==> config.mk <==
export PLATFORM = sky130hd
export DESIGN_NAME = ecp5pll_phase_ctrl_flat
export DESIGN_NICKNAME = d
export VERILOG_FILES = /design/src/rtl/ecp5pll_phase_ctrl_if.sv /design/src/rtl/ecp5pll_phase_ctrl.sv /design/src/flat_wrapper.sv
export SDC_FILE = /design/constraint.sdc
export NUM_CORES = 1
export LEC_CHECK = 0
export ABC_AREA = 0
export CAP_MARGIN = 10
export CORE_ASPECT_RATIO = 1.1
export CORE_MARGIN = 4
export CORE_UTILIZATION = 50
export CTS_CLUSTER_SIZE = 8
export DETAILED_ROUTE_END_ITERATION = 8
export PLACE_DENSITY_LB_ADDON = 0.3
export SKIP_LAST_GASP = 1
export SLEW_MARGIN = 20
export SYNTH_ARGS = -nofsm -noshare
export SYNTH_HDL_FRONTEND = slang
export SYNTH_SLANG_ARGS = --single-unit
export TNS_END_PERCENT = 50
==> constraint.sdc <==
create_clock -name clk_i -period 2.3 [get_ports clk_i]
set_input_delay 0.46 -clock clk_i [delete_from_list [all_inputs] [get_ports clk_i]]
set_output_delay 0.46 -clock clk_i [all_outputs]
set_load 0.02 [all_outputs]
==> src/rtl/ecp5pll_phase_ctrl_if.sv <==
// ecp5pll_phase_ctrl_if
// Request and status bundle between user logic and the phase-shift sequencer.
//   req_valid/req_ready : request handshake (transfer when both high)
//   req_load            : 1 = phaseloadreg request, 0 = step request
//   req_sel             : clk_o index to shift (0..3)
//   req_dir             : 0 = later (lag), 1 = earlier
//   req_steps           : number of phasestep pulses
//   busy/done/err       : sequencer status (done one-cycle pulse, err sticky)
// master = requester, slave = sequencer.
interface ecp5pll_phase_ctrl_if #(
    parameter int STEPS_W = 8
);
    logic               req_valid;
    logic               req_ready;
    logic               req_load;
    logic [1:0]         req_sel;
    logic               req_dir;
    logic [STEPS_W-1:0] req_steps;
    logic               busy;
    logic               done;
    logic               err;

    modport master (
        output req_valid, req_load, req_sel, req_dir, req_steps,
        input  req_ready, busy, done, err
    );

    modport slave (
        input  req_valid, req_load, req_sel, req_dir, req_steps,
        output req_ready, busy, done, err
    );
endinterface

==> src/rtl/ecp5pll_phase_ctrl.sv <==
// ecp5pll_phase_ctrl
// Sequencer for the ECP5 PLL dynamic phase-shift port. Takes "shift output N by
// K fine steps" or "load phase" requests, drives phasesel/phasedir, issues
// registered phasestep/phaseloadreg strobes with fixed setup/high/gap times,
// then waits for PLL lock and reports done (pulse) or err (sticky timeout).
// Ports:
//   clk_i, reset           : clock, asynchronous active-high reset
//   req (slave modport)    : request handshake and busy/done/err status
//   phasesel, phasedir     : held from accept to the next accept
//   phasestep, phaseloadreg: strobes to ecp5pll
//   locked                 : ecp5pll lock, asynchronous, synchronized inside
module ecp5pll_phase_ctrl #(
    parameter int SETUP_CYCLES = 4,
    parameter int PULSE_CYCLES = 4,
    parameter int GAP_CYCLES   = 4,
    parameter int LOCK_TIMEOUT = 65535,
    parameter int STEPS_W      = 8
) (
    input  logic                 clk_i,
    input  logic                 reset,
    ecp5pll_phase_ctrl_if.slave  req,
    output logic [1:0]           phasesel,
    output logic                 phasedir,
    output logic                 phasestep,
    output logic                 phaseloadreg,
    input  logic                 locked
);
    localparam logic [2:0] IDLE      = 3'd0;
    localparam logic [2:0] SETUP     = 3'd1;
    localparam logic [2:0] PULSE     = 3'd2;
    localparam logic [2:0] GAP       = 3'd3;
    localparam logic [2:0] LOAD      = 3'd4;
    localparam logic [2:0] WAIT_LOCK = 3'd5;
    localparam logic [2:0] DONE      = 3'd6;

    localparam int TMR_MAX0 = (SETUP_CYCLES > PULSE_CYCLES) ? SETUP_CYCLES : PULSE_CYCLES;
    localparam int TMR_MAX  = (TMR_MAX0 > GAP_CYCLES) ? TMR_MAX0 : GAP_CYCLES;
    localparam int TMR_W    = (TMR_MAX > 1) ? $clog2(TMR_MAX) : 1;
    localparam int WAIT_W   = (LOCK_TIMEOUT > 1) ? $clog2(LOCK_TIMEOUT + 1) : 1;

    logic [2:0]         state_reg, state_next;
    logic [TMR_W-1:0]   tmr_reg, tmr_next;
    logic [STEPS_W-1:0] remaining_reg, remaining_next;
    logic [WAIT_W-1:0]  wait_reg, wait_next;
    logic               err_reg, err_next;
    logic               load_reg;
    logic [1:0]         sel_reg;
    logic               dir_reg;
    logic               step_reg, loadreg_reg, done_reg;
    logic               lock_meta_reg, lock_s_reg;
    logic               accept;

    assign accept = req.req_valid && (state_reg == IDLE);

    always_comb begin
        state_next     = state_reg;
        tmr_next       = tmr_reg + 1'b1;
        remaining_next = remaining_reg;
        wait_next      = wait_reg;
        err_next       = err_reg;
        case (state_reg)
            IDLE: begin
                tmr_next  = '0;
                wait_next = '0;
                if (accept) begin
                    state_next     = SETUP;
                    remaining_next = req.req_steps;
                    err_next       = 1'b0;
                end
            end
            SETUP: begin
                if (tmr_reg == TMR_W'(SETUP_CYCLES - 1)) begin
                    tmr_next = '0;
                    if (load_reg)
                        state_next = LOAD;
                    else if (remaining_reg == '0)
                        state_next = DONE;
                    else
                        state_next = PULSE;
                end
            end
            PULSE: begin
                if (tmr_reg == TMR_W'(PULSE_CYCLES - 1)) begin
                    tmr_next       = '0;
                    remaining_next = remaining_reg - 1'b1;
                    state_next     = GAP;
                end
            end
            GAP: begin
                if (tmr_reg == TMR_W'(GAP_CYCLES - 1)) begin
                    tmr_next   = '0;
                    wait_next  = '0;
                    state_next = (remaining_reg != '0) ? PULSE : WAIT_LOCK;
                end
            end
            LOAD: begin
                if (tmr_reg == TMR_W'(PULSE_CYCLES - 1)) begin
                    tmr_next       = '0;
                    remaining_next = '0;
                    state_next     = GAP;
                end
            end
            WAIT_LOCK: begin
                tmr_next  = '0;
                wait_next = wait_reg + 1'b1;
                // The first two cycles are blanked: lock_s only reflects
                // locked sampled after the last strobe once it has crossed
                // both synchronizer flops, so earlier values may be stale.
                if ((32'(wait_reg) >= 2) && lock_s_reg) begin
                    state_next = DONE;
                end else if (wait_reg == WAIT_W'(LOCK_TIMEOUT - 1)) begin
                    err_next   = 1'b1;
                    state_next = IDLE;
                end
            end
            DONE: begin
                tmr_next   = '0;
                state_next = IDLE;
            end
            default: state_next = IDLE;
        endcase
    end

    always_ff @(posedge clk_i or posedge reset) begin
        if (reset) begin
            state_reg     <= IDLE;
            tmr_reg       <= '0;
            remaining_reg <= '0;
            wait_reg      <= '0;
            err_reg       <= 1'b0;
            load_reg      <= 1'b0;
            sel_reg       <= 2'd0;
            dir_reg       <= 1'b0;
            step_reg      <= 1'b0;
            loadreg_reg   <= 1'b0;
            done_reg      <= 1'b0;
            lock_meta_reg <= 1'b0;
            lock_s_reg    <= 1'b0;
        end else begin
            lock_meta_reg <= locked;
            lock_s_reg    <= lock_meta_reg;
            state_reg     <= state_next;
            tmr_reg       <= tmr_next;
            remaining_reg <= remaining_next;
            wait_reg      <= wait_next;
            err_reg       <= err_next;
            if (accept) begin
                load_reg <= req.req_load;
                sel_reg  <= req.req_sel;
                dir_reg  <= req.req_dir;
            end
            // Strobes are decoded from the next state so they are flops that
            // line up exactly with the PULSE/LOAD states.
            step_reg    <= (state_next == PULSE);
            loadreg_reg <= (state_next == LOAD);
            done_reg    <= (state_reg == DONE);
        end
    end

    assign phasesel      = sel_reg;
    assign phasedir      = dir_reg;
    assign phasestep     = step_reg;
    assign phaseloadreg  = loadreg_reg;
    assign req.req_ready = (state_reg == IDLE);
    assign req.busy      = (state_reg != IDLE);
    assign req.done      = done_reg;
    assign req.err       = err_reg;
endmodule
==> src/flat_wrapper.sv <==
// flat-port wrapper written by rule: the top's interface ports become plain ports
module ecp5pll_phase_ctrl_flat 
#(
    parameter int SETUP_CYCLES = 4,
    parameter int PULSE_CYCLES = 4,
    parameter int GAP_CYCLES   = 4,
    parameter int LOCK_TIMEOUT = 65535,
    parameter int STEPS_W      = 8
)
  (clk_i, reset, phasesel, phasedir, phasestep, phaseloadreg, locked, req_req_valid, req_req_load, req_req_sel, req_req_dir, req_req_steps, req_req_ready, req_busy, req_done, req_err);
  ecp5pll_phase_ctrl_if #(.STEPS_W(STEPS_W)) req_i ();
  input  logic clk_i;
  input  logic reset;
  output logic [1:0] phasesel;
  output logic phasedir;
  output logic phasestep;
  output logic phaseloadreg;
  input  logic locked;
  input wire logic [$bits(req_i.req_valid)-1:0] req_req_valid;
  input wire logic [$bits(req_i.req_load)-1:0] req_req_load;
  input wire logic [$bits(req_i.req_sel)-1:0] req_req_sel;
  input wire logic [$bits(req_i.req_dir)-1:0] req_req_dir;
  input wire logic [$bits(req_i.req_steps)-1:0] req_req_steps;
  output wire logic [$bits(req_i.req_ready)-1:0] req_req_ready;
  output wire logic [$bits(req_i.busy)-1:0] req_busy;
  output wire logic [$bits(req_i.done)-1:0] req_done;
  output wire logic [$bits(req_i.err)-1:0] req_err;
  assign req_i.req_valid = req_req_valid;
  assign req_i.req_load = req_req_load;
  assign req_i.req_sel = req_req_sel;
  assign req_i.req_dir = req_req_dir;
  assign req_i.req_steps = req_req_steps;
  assign req_req_ready = req_i.req_ready;
  assign req_busy = req_i.busy;
  assign req_done = req_i.done;
  assign req_err = req_i.err;
  ecp5pll_phase_ctrl #(.SETUP_CYCLES(SETUP_CYCLES), .PULSE_CYCLES(PULSE_CYCLES), .GAP_CYCLES(GAP_CYCLES), .LOCK_TIMEOUT(LOCK_TIMEOUT), .STEPS_W(STEPS_W)) u_core (.clk_i(clk_i), .reset(reset), .req(req_i), .phasesel(phasesel), .phasedir(phasedir), .phasestep(phasestep), .phaseloadreg(phaseloadreg), .locked(locked));
endmodule
; After elaboration in Yosys (flattened, before gate mapping)
; Index checks and enable logic that the tools add are counted.
[totals]
ff_bits = 39
output_inout_bits = 9
[classes]
add_sub_neg = 3
magnitude_cmp = 1
eq_ne = 16
muxes = 22
reduce_logical = 15
[op_table]
columns = op, n
row1 = $pmux W16 S3, 1
row2 = $mux W3, 9
row3 = $mux W8, 3
row4 = $pmux W8 S3, 1
row5 = $add A16 B1 Y16 const B, 1
row6 = $eq A16 B16 Y1 const B, 1
row7 = $ge A16 B2 Y1 const B, 1
row8 = $mux W16, 1
row9 = $pmux W3 S5, 1
row10 = $eq A3 B3 Y1 const B, 4
row11 = $ne A2 B1 Y1 const B, 5
row12 = $eq A3 B2 Y1 const B, 3
row13 = $reduce_bool A3 Y1, 3
row14 = $logic_not A8 Y1, 1
row15 = $reduce_and A4 Y1, 2
row16 = $reduce_bool A8 Y1, 1
row17 = $sub A8 B1 Y8 const B, 1
row18 = $pmux W2 S2, 1
row19 = $reduce_or A4 Y1, 1
row20 = $eq A3 B1 Y1 const B, 1
row21 = $logic_not A3 Y1, 1
row22 = $mux W1, 3
row23 = $reduce_or A3 Y1, 1
row24 = $add A2 B1 Y2 const B, 1
row25 = other kinds (8), 9

; Depth between registers and ports, before layout
; Gate-level depths: netlist (run 1).
[logic_depth]
depth_word = 6
depth_mapped = 7
mapped_depth_nobuf = 6

; Worst setup path after synthesis (run 1)
; OpenSTA, ideal clock, no wires.
[synth_timing]
kind = register to register
start = reg u_core.state_reg[0]
end = reg u_core.load_reg
setup_ps = 125
arrival_ps = 1807
t_required_ps = 2175
setup_slack_ps = 368
stages_incl_launch_ff = 6
path_buffers = 2
path_cell_list = dfrtp_1 buf_2 nor3_1 and2_1 clkbuf_1 mux2_2
[synth_between]
elab_chain_len = 2
[synth_lines]
columns = item, line
row1 = start: declaration, ecp5pll_phase_ctrl.sv:41  ; logic [2:0] state_reg, state_next;
row2 = start signal: assignment, ecp5pll_phase_ctrl.sv:142  ; state_reg <= state_next;
row3 = $logic_not A3 Y1, --
row4 = named net req_req_ready, flat_wrapper.sv:24  ; output wire logic [$bits(req_i.req_ready)-1:0] req_req_ready;
row5 = $logic_and A1 B1 Y1, ecp5pll_phase_ctrl.sv:53  ; assign accept = req.req_valid && (state_reg == IDLE);
row6 = end signal: assignment, ecp5pll_phase_ctrl.sv:148  ; load_reg <= req.req_load;
row7 = end: declaration, ecp5pll_phase_ctrl.sv:46  ; logic load_reg;
; The timed path passes the listed nets, and every way through them passes these cells.
; A chain may end at the register's enable or synchronous reset.

; Worst setup path after layout (run 1)
[layout_timing]
start = reg u_core.state_reg[0]
end = out req_req_ready
[layout_between]
elab_chain_len = 1
[layout_lines]
columns = item, line
row1 = $logic_not A3 Y1, ecp5pll_phase_ctrl.sv:164  ; assign req.req_ready = (state_reg == IDLE);
row2 = end: declaration, flat_wrapper.sv:24
; Every way passes these cells.

==> flow_metrics.py, run 1 <==
metrics = {
    "placement": {
        "hpwl_um": 3585,
        "gp_congestion": 0.8553,
        "preCtsSetupSlack_ns": 0.2876,
        "portBuffers": 24,
        "dpl.cell_count": 320,
    },
    "worst_setup_path": {
        "crit_required_ns": 1.84,
        "ff2ff_path_depth": 6,
        "worst_setup_path_start_kind": "flop",
        "cp.arrival_ns": 1.66,
        "worstPathMaxFanout": 7,
        "critPathKind": "flop to output port",
        "cp_slowest_stage_delay_ns": 0.64,
        "path_cells": "nor3_2, clkdlybuf4s50_1",
        "slowest_stage": "clkdlybuf4s50_1",
        "endpoint_kind": "output port",
    },
    "clock_network": {
        "cts_setup_buffers": 0,
        "cts.clk_slew.worst_paths_ns": 0.07,
        "clkSinkCount": 39,
        "cts_resized": 0,
        "clkLatencyLatePin_ns": 0.28,
        "clock_path_buffers": 2,
        "cts_max_level": 2,
        "cts_buffers": 5,
        "cts_root_buffer": "clkbuf_8",
        "cts_tree": "done",
        "holdBufCountCts": 0,
    },
    "timing": {
        "tns_ns": 0,
        "tightest_slew_ns": 0.6757,
        "maxSlewHeadroom": 0.5461,
        "fin_crit_ns": 2.119,
        "fmax_ghz": 0.4719,
        "rsz0062_at_grt": "false",
        "setup_violations": 0,
        "period_share": 0.9214,
        "slew_viol_final": 0,
        "worst_slack_ns": 0.1808,
        "skew_ns": 0.005022,
        "timing_hold_violations_final": 0,
    },
    "synthesis": {
        "synthArstFlopShare": 1.000,
        "ys_types": 60,
        "synthCells": 251,
        "synth_nets": 271,
        "seq_area_frac_synth": 0.4151,
        "yosys_warnings": 0,
        "syn_area_um2": 2351,
        "avgSynthCellArea_um2": 9.367,
        "synth_ff_type": "dfrtp_1",
        "synth-edff-count": 0,
        "ys_ff_latch": 39,
    },
    "floorplan": {
        "start_util": 0.5330,
        "die_x_um": 73.38,
        "die_area_um2": 5865,
        "chipHeight_um": 79.92,
        "core_um2": 4410,
        "io_pins": 25,
        "rows": 25,
    },
    "pwr": {
        "irDropWorstVdd_uv": 687.7,
        "p_per_area_nw_per_um2": 1066,
        "leakagePower_uw": 0.001092,
        "fin_total_pwr_uw": 2886,
    },
    "drt": {
        "vias_per_cell": 6.146,
        "drc_errors": 0,
        "drt-initial-drc-count": 139,
        "drt-total-wl_um": 4954,
        "num_vias": 2016,
        "wl_per_cell_um": 15.10,
        "drtAntennaViolNets": 0,
        "drt_first_pass_iters": 4,
    },
    "layout": {
        "mostFrequentLayoutCells": "dfrtp_1, clkdlybuf4s50_1, a21oi_1, o21ai_0, nand2_1",
        "area_growth_pct": 15.17,
        "drive_gt1_frac": 0.1131,
        "fin_cells": 328,
        "final_common_cell": "dfrtp_1",
        "largest_register_ffs": 16,
        "final_nets": 293,
        "insertedDiodeCount": 0,
    },
    "grt": {
        "grt.overflow.total": 0,
        "grt_pass1_vias": 1951,
        "antenna_found_initial": 0,
        "grt_start_max_net_pins": 40,
        "grt_pass1_wl_um": 9011,
        "gr-usage-all-layers": 0.1926,
    },
    "worst_hold_path": {
        "holdPathStages": 0,
        "min_path_type": "flop to flop",
    },
    "status": {
        "status": "complete, no violations",
    },
    "flow_run": {
        "maxCapViolCount": 0,
    },
}
## final cells by class
| cell class | count | area (µm²) |
|---|---|---|
| clock buffers | 7 | 76.32 |
| clock inverters | 1 | 5.005 |
| fillers | 376 | 1703 |
| inverters | 13 | 48.80 |
| multi-input cells | 183 | 1241 |
| flip-flops and latches | 39 | 975.9 |
| well taps | 54 | 67.56 |
| repair buffers | 31 | 292.8 |
## final timing paths
check | startpoint | endpoint | slack, ns
max | u_core.state_reg[0]$_DFF_PP0_ | req_req_ready | 0.18
min | u_core.lock_meta_reg$_DFF_PP0_ | u_core.lock_s_reg$_DFF_PP0_ | 0.35
max reg2reg | u_core.tmr_reg[0]$_DFF_PP0_ | u_core.wait_reg[13]$_DFFE_PP0P_ | 0.25
min reg2reg | u_core.lock_meta_reg$_DFF_PP0_ | u_core.lock_s_reg$_DFF_PP0_ | 0.35
max in group asynchronous | reset | u_core.req.done$_DFF_PP0_ | 1.37
min in group asynchronous | reset | u_core.phasesel[0]$_DFFE_PP0P_ | 0.59
## Yosys cell counts (2+ instances only)
| library cell | number | area, µm² |
|---|---|---|
| nor4_1 | 5 | 31.28 |
| a21oi_1 | 20 | 100.1 |
| a22oi_1 | 3 | 22.52 |
| and3b_1 | 2 | 17.52 |
| o31ai_1 | 12 | 90.09 |
| o21ai_0 | 17 | 85.08 |
| nor3_1 | 6 | 30.03 |
| nand3_1 | 5 | 25.02 |
| or3_1 | 3 | 18.77 |
| ha_1 | 4 | 50.05 |
| or4_1 | 5 | 37.54 |
| and2_1 | 2 | 12.51 |
| o22ai_1 | 4 | 25.02 |
| and3_1 | 2 | 12.51 |
| and4_1 | 4 | 35.03 |
| dfrtp_1 | 39 | 975.9 |
| nor2b_1 | 4 | 25.02 |
| buf_6 | 2 | 22.52 |
| nand2_1 | 14 | 52.55 |
| a311oi_1 | 2 | 17.52 |
| o21bai_1 | 2 | 15.01 |
| nand2b_1 | 6 | 37.54 |
| nand3_4 | 2 | 35.03 |
| inv_1 | 13 | 48.80 |
| mux2_2 | 5 | 56.30 |
| nor2_1 | 12 | 45.04 |
| nand4_1 | 5 | 31.28 |
| buf_2 | 6 | 30.03 |
| o21a_1 | 2 | 15.01 |
| a41oi_1 | 2 | 17.52 |
| nand3b_1 | 2 | 15.01 |
| buf_4 | 2 | 15.01 |
| clkbuf_1 | 5 | 18.77 |
| o31a_1 | 2 | 17.52 |
| a31oi_1 | 5 | 31.28 |
## routing by layer
layer  vias up  share of wire  wire (µm)  global-route usage
li1        992              -          -                   -
met1       968           0.44       2194              0.2496
met2        46           0.50       2456              0.3202
met3        10          0.045        223             0.03778
met4         0          0.016         80             0.06159
met5         -              0          0                   0
## per-stage QoR
step           hold slack (ns)  utilization  cell area [µm²]
3_5_place_dp            0.3397       0.5943             2621
4_1_cts                 0.3572       0.6128             2703
2_1_floorplan           0.3312            -             2351
5_1_grt                 0.3726       0.6139             2708
6_report                0.3540       0.6139             2708
3_3_place_gp            0.3328       0.5943             2621
## report_power, final
part	internal [µW]	switching, µW	leakage, µW	total, µW
Clock	213	223	0.0000422	435
Sequential	871	174	0.000511	1050
Combinational	583	823	0.000538	1410
## worst max-delay path, delay by kind of cell (launching register included)
family	cells	cell delay, ns
buffers and inverters	1	0.64
and+or+nand+nor	1	0.26
DFF	1	0.47
## cell families (layout without fill, tap and decap cells)
| family | Yosys count | in the layout | synth area share |
|---|---|---|---|
| mux | 6 | 6 | 0.02820 |
| fa+ha+maj | 4 | 4 | 0.02129 |
| flops | 39 | 39 | 0.4151 |
| simple gates | 92 | 92 | 0.2469 |
| compound gates | 81 | 81 | 0.2294 |
| buf+inv | 29 | 52 | 0.05907 |
Note: power is estimated with default switching activity, not from simulation.
==> run 2: changes to the inputs <==
--- a/config.mk
+++ b/config.mk
@@ -13,6 +13,7 @@
 export CTS_CLUSTER_SIZE = 8
 export DETAILED_ROUTE_END_ITERATION = 8
 export PLACE_DENSITY_LB_ADDON = 0.3
+export SETUP_SLACK_MARGIN = 0.1
 export SKIP_LAST_GASP = 1
 export SLEW_MARGIN = 20
 export SYNTH_ARGS = -nofsm -noshare
==> run 2 against run 1 <==
Register-to-register slack is essentially flat. Total power shrank 0.11%. Clock skew is the same. Setup slack gained 0.051 ns. Global-route usage is the same. Final area is essentially flat. Non-clock buffer count is the same. Fmax grew 2.5%. Largest cell class unchanged. Largest power group unchanged. Highest routed layer unchanged.
==> flow_metrics.py, run 2 (synthesis gave the netlist of run 1 again) <==
metrics = {
    "grt": {
        "grt_pass1_wl_um": 9011,
        "grt.overflow.total": 0,
        "gr-usage-all-layers": 0.1926,
        "grt_start_max_net_pins": 40,
        "grt_pass1_vias": 1951,
        "antenna_found_initial": 0,
    },
    "layout": {
        "mostFrequentLayoutCells": "dfrtp_1, clkdlybuf4s50_1, a21oi_1, o21ai_0, nand2_1",
        "drive_gt1_frac": 0.1131,
        "largest_register_ffs": 16,
        "n_fill_cell": 377,
        "area_growth_pct": 15.11,
        "final_nets": 293,
        "fin_cells": 328,
        "final_core_util": 0.6136,
        "final_common_cell": "dfrtp_1",
        "insertedDiodeCount": 0,
    },
    "floorplan": {
        "rows": 25,
        "die_area_um2": 5865,
        "start_util": 0.5330,
        "chipHeight_um": 79.92,
        "core_um2": 4410,
        "die_x_um": 73.38,
        "io_pins": 25,
    },
    "worst_setup_path": {
        "critPathKind": "flop to output port",
        "worstPathMaxFanout": 7,
        "worst_setup_path_start_kind": "flop",
        "cp.arrival_ns": 1.61,
        "crit_required_ns": 1.84,
        "endpoint_kind": "output port",
    },
    "status": {
        "status": "complete, no violations",
    },
    "timing": {
        "maxSlewHeadroom": 0.5461,
        "setup_violations": 0,
        "tns_ns": 0,
        "skew_ns": 0.005022,
        "fmax_ghz": 0.4835,
        "period_share": 0.8992,
        "timing_hold_violations_final": 0,
        "tightest_slew_ns": 0.6757,
        "rsz0062_at_grt": "false",
        "fin_crit_ns": 2.068,
        "slew_viol_final": 0,
    },
    "clock_network": {
        "cts_tree": "done",
        "clkSinkCount": 39,
        "cts_buffers": 5,
        "cts.clk_slew.worst_paths_ns": 0.07,
        "holdBufCountCts": 0,
        "cts_setup_buffers": 0,
        "clock_path_buffers": 2,
        "cts_resized": 1,
        "cts_max_level": 2,
        "cts_root_buffer": "clkbuf_8",
        "clkLatencyLatePin_ns": 0.28,
    },
    "drt": {
        "drt-total-wl_um": 4954,
        "drt_first_pass_iters": 4,
        "drt-initial-drc-count": 139,
        "num_vias": 2016,
        "drc_errors": 0,
        "drtAntennaViolNets": 0,
        "wl_per_cell_um": 15.10,
        "vias_per_cell": 6.146,
    },
    "placement": {
        "gp_congestion": 0.8553,
        "portBuffers": 24,
        "hpwl_um": 3585,
        "dpl.cell_count": 320,
    },
    "worst_hold_path": {
        "min_path_type": "flop to flop",
    },
    "flow_run": {
        "maxCapViolCount": 0,
    },
    "pwr": {
        "p_per_area_nw_per_um2": 1065,
        "irDropWorstVdd_uv": 687.7,
        "leakagePower_uw": 0.001096,
    },
}
## run 2: cell type report
| class | count | area (µm²) | area share |
|---|---|---|---|
| clock buffers | 7 | 76.32 | 0.02820 |
| clock inverters | 1 | 5.005 | 0.001849 |
| inverters | 13 | 48.80 | 0.01803 |
| multi-input cells | 183 | 1241 | 0.4586 |
| flip-flops and latches | 39 | 975.9 | 0.3606 |
| well taps | 54 | 67.56 | 0.02497 |
| repair buffers | 31 | 291.5 | 0.1077 |
## run 2: path summary, 6_finish.rpt
kind	startpoint	to	slack, ns	depth (start not counted)
hold reg to reg	u_core.lock_meta_reg$_DFF_PP0_	u_core.lock_s_reg$_DFF_PP0_	0.35	0
setup / recovery	u_core.state_reg[0]$_DFF_PP0_	req_busy	0.23	3
setup reg to reg	u_core.tmr_reg[0]$_DFF_PP0_	u_core.wait_reg[13]$_DFFE_PP0P_	0.25	6
min in group asynchronous	reset	u_core.phasesel[0]$_DFFE_PP0P_	0.59	3
max in group asynchronous	reset	u_core.req.done$_DFF_PP0_	1.37	3
hold / removal	u_core.lock_meta_reg$_DFF_PP0_	u_core.lock_s_reg$_DFF_PP0_	0.35	0
## run 2: per-layer routing
| layer | GRT usage | share of wire | vias to the layer above |
|---|---|---|---|
| met5 | 0 | 0 | - |
| met4 | 0.06159 | 0.016 | 0 |
| met3 | 0.03778 | 0.045 | 10 |
| met2 | 0.3202 | 0.50 | 46 |
| met1 | 0.2496 | 0.44 | 968 |
| li1 | - | - | 992 |
## run 2: power by group
part / internal [µW] / total, µW / switching (µW)
Combinational: 580 / 1400 / 823
Clock: 213 / 435 / 223
Sequential: 871 / 1050 / 174
## run 2: through the flow
stage / area [µm²] / total power, µW / hold slack (ns) / worst slack [ns]
finish: 2706 / 2883 / 0.3540 / 0.2318
global route: 2706 / 3139 / 0.3726 / 0.1493
CTS: 2701 / 2893 / 0.3572 / 0.1346
detailed placement: 2621 / 2449 / 0.3397 / 0.2876
global placement: 2621 / 2428 / 0.3328 / 0.3495
floorplan: 2351 / 2077 / 0.3312 / 0.3679
## run 2: critical path: stages (launching register included)
cell	delay, ns
dfrtp_1	0.47
nor3_2	0.26
inv_1	0.06
clkdlybuf4s50_1	0.54
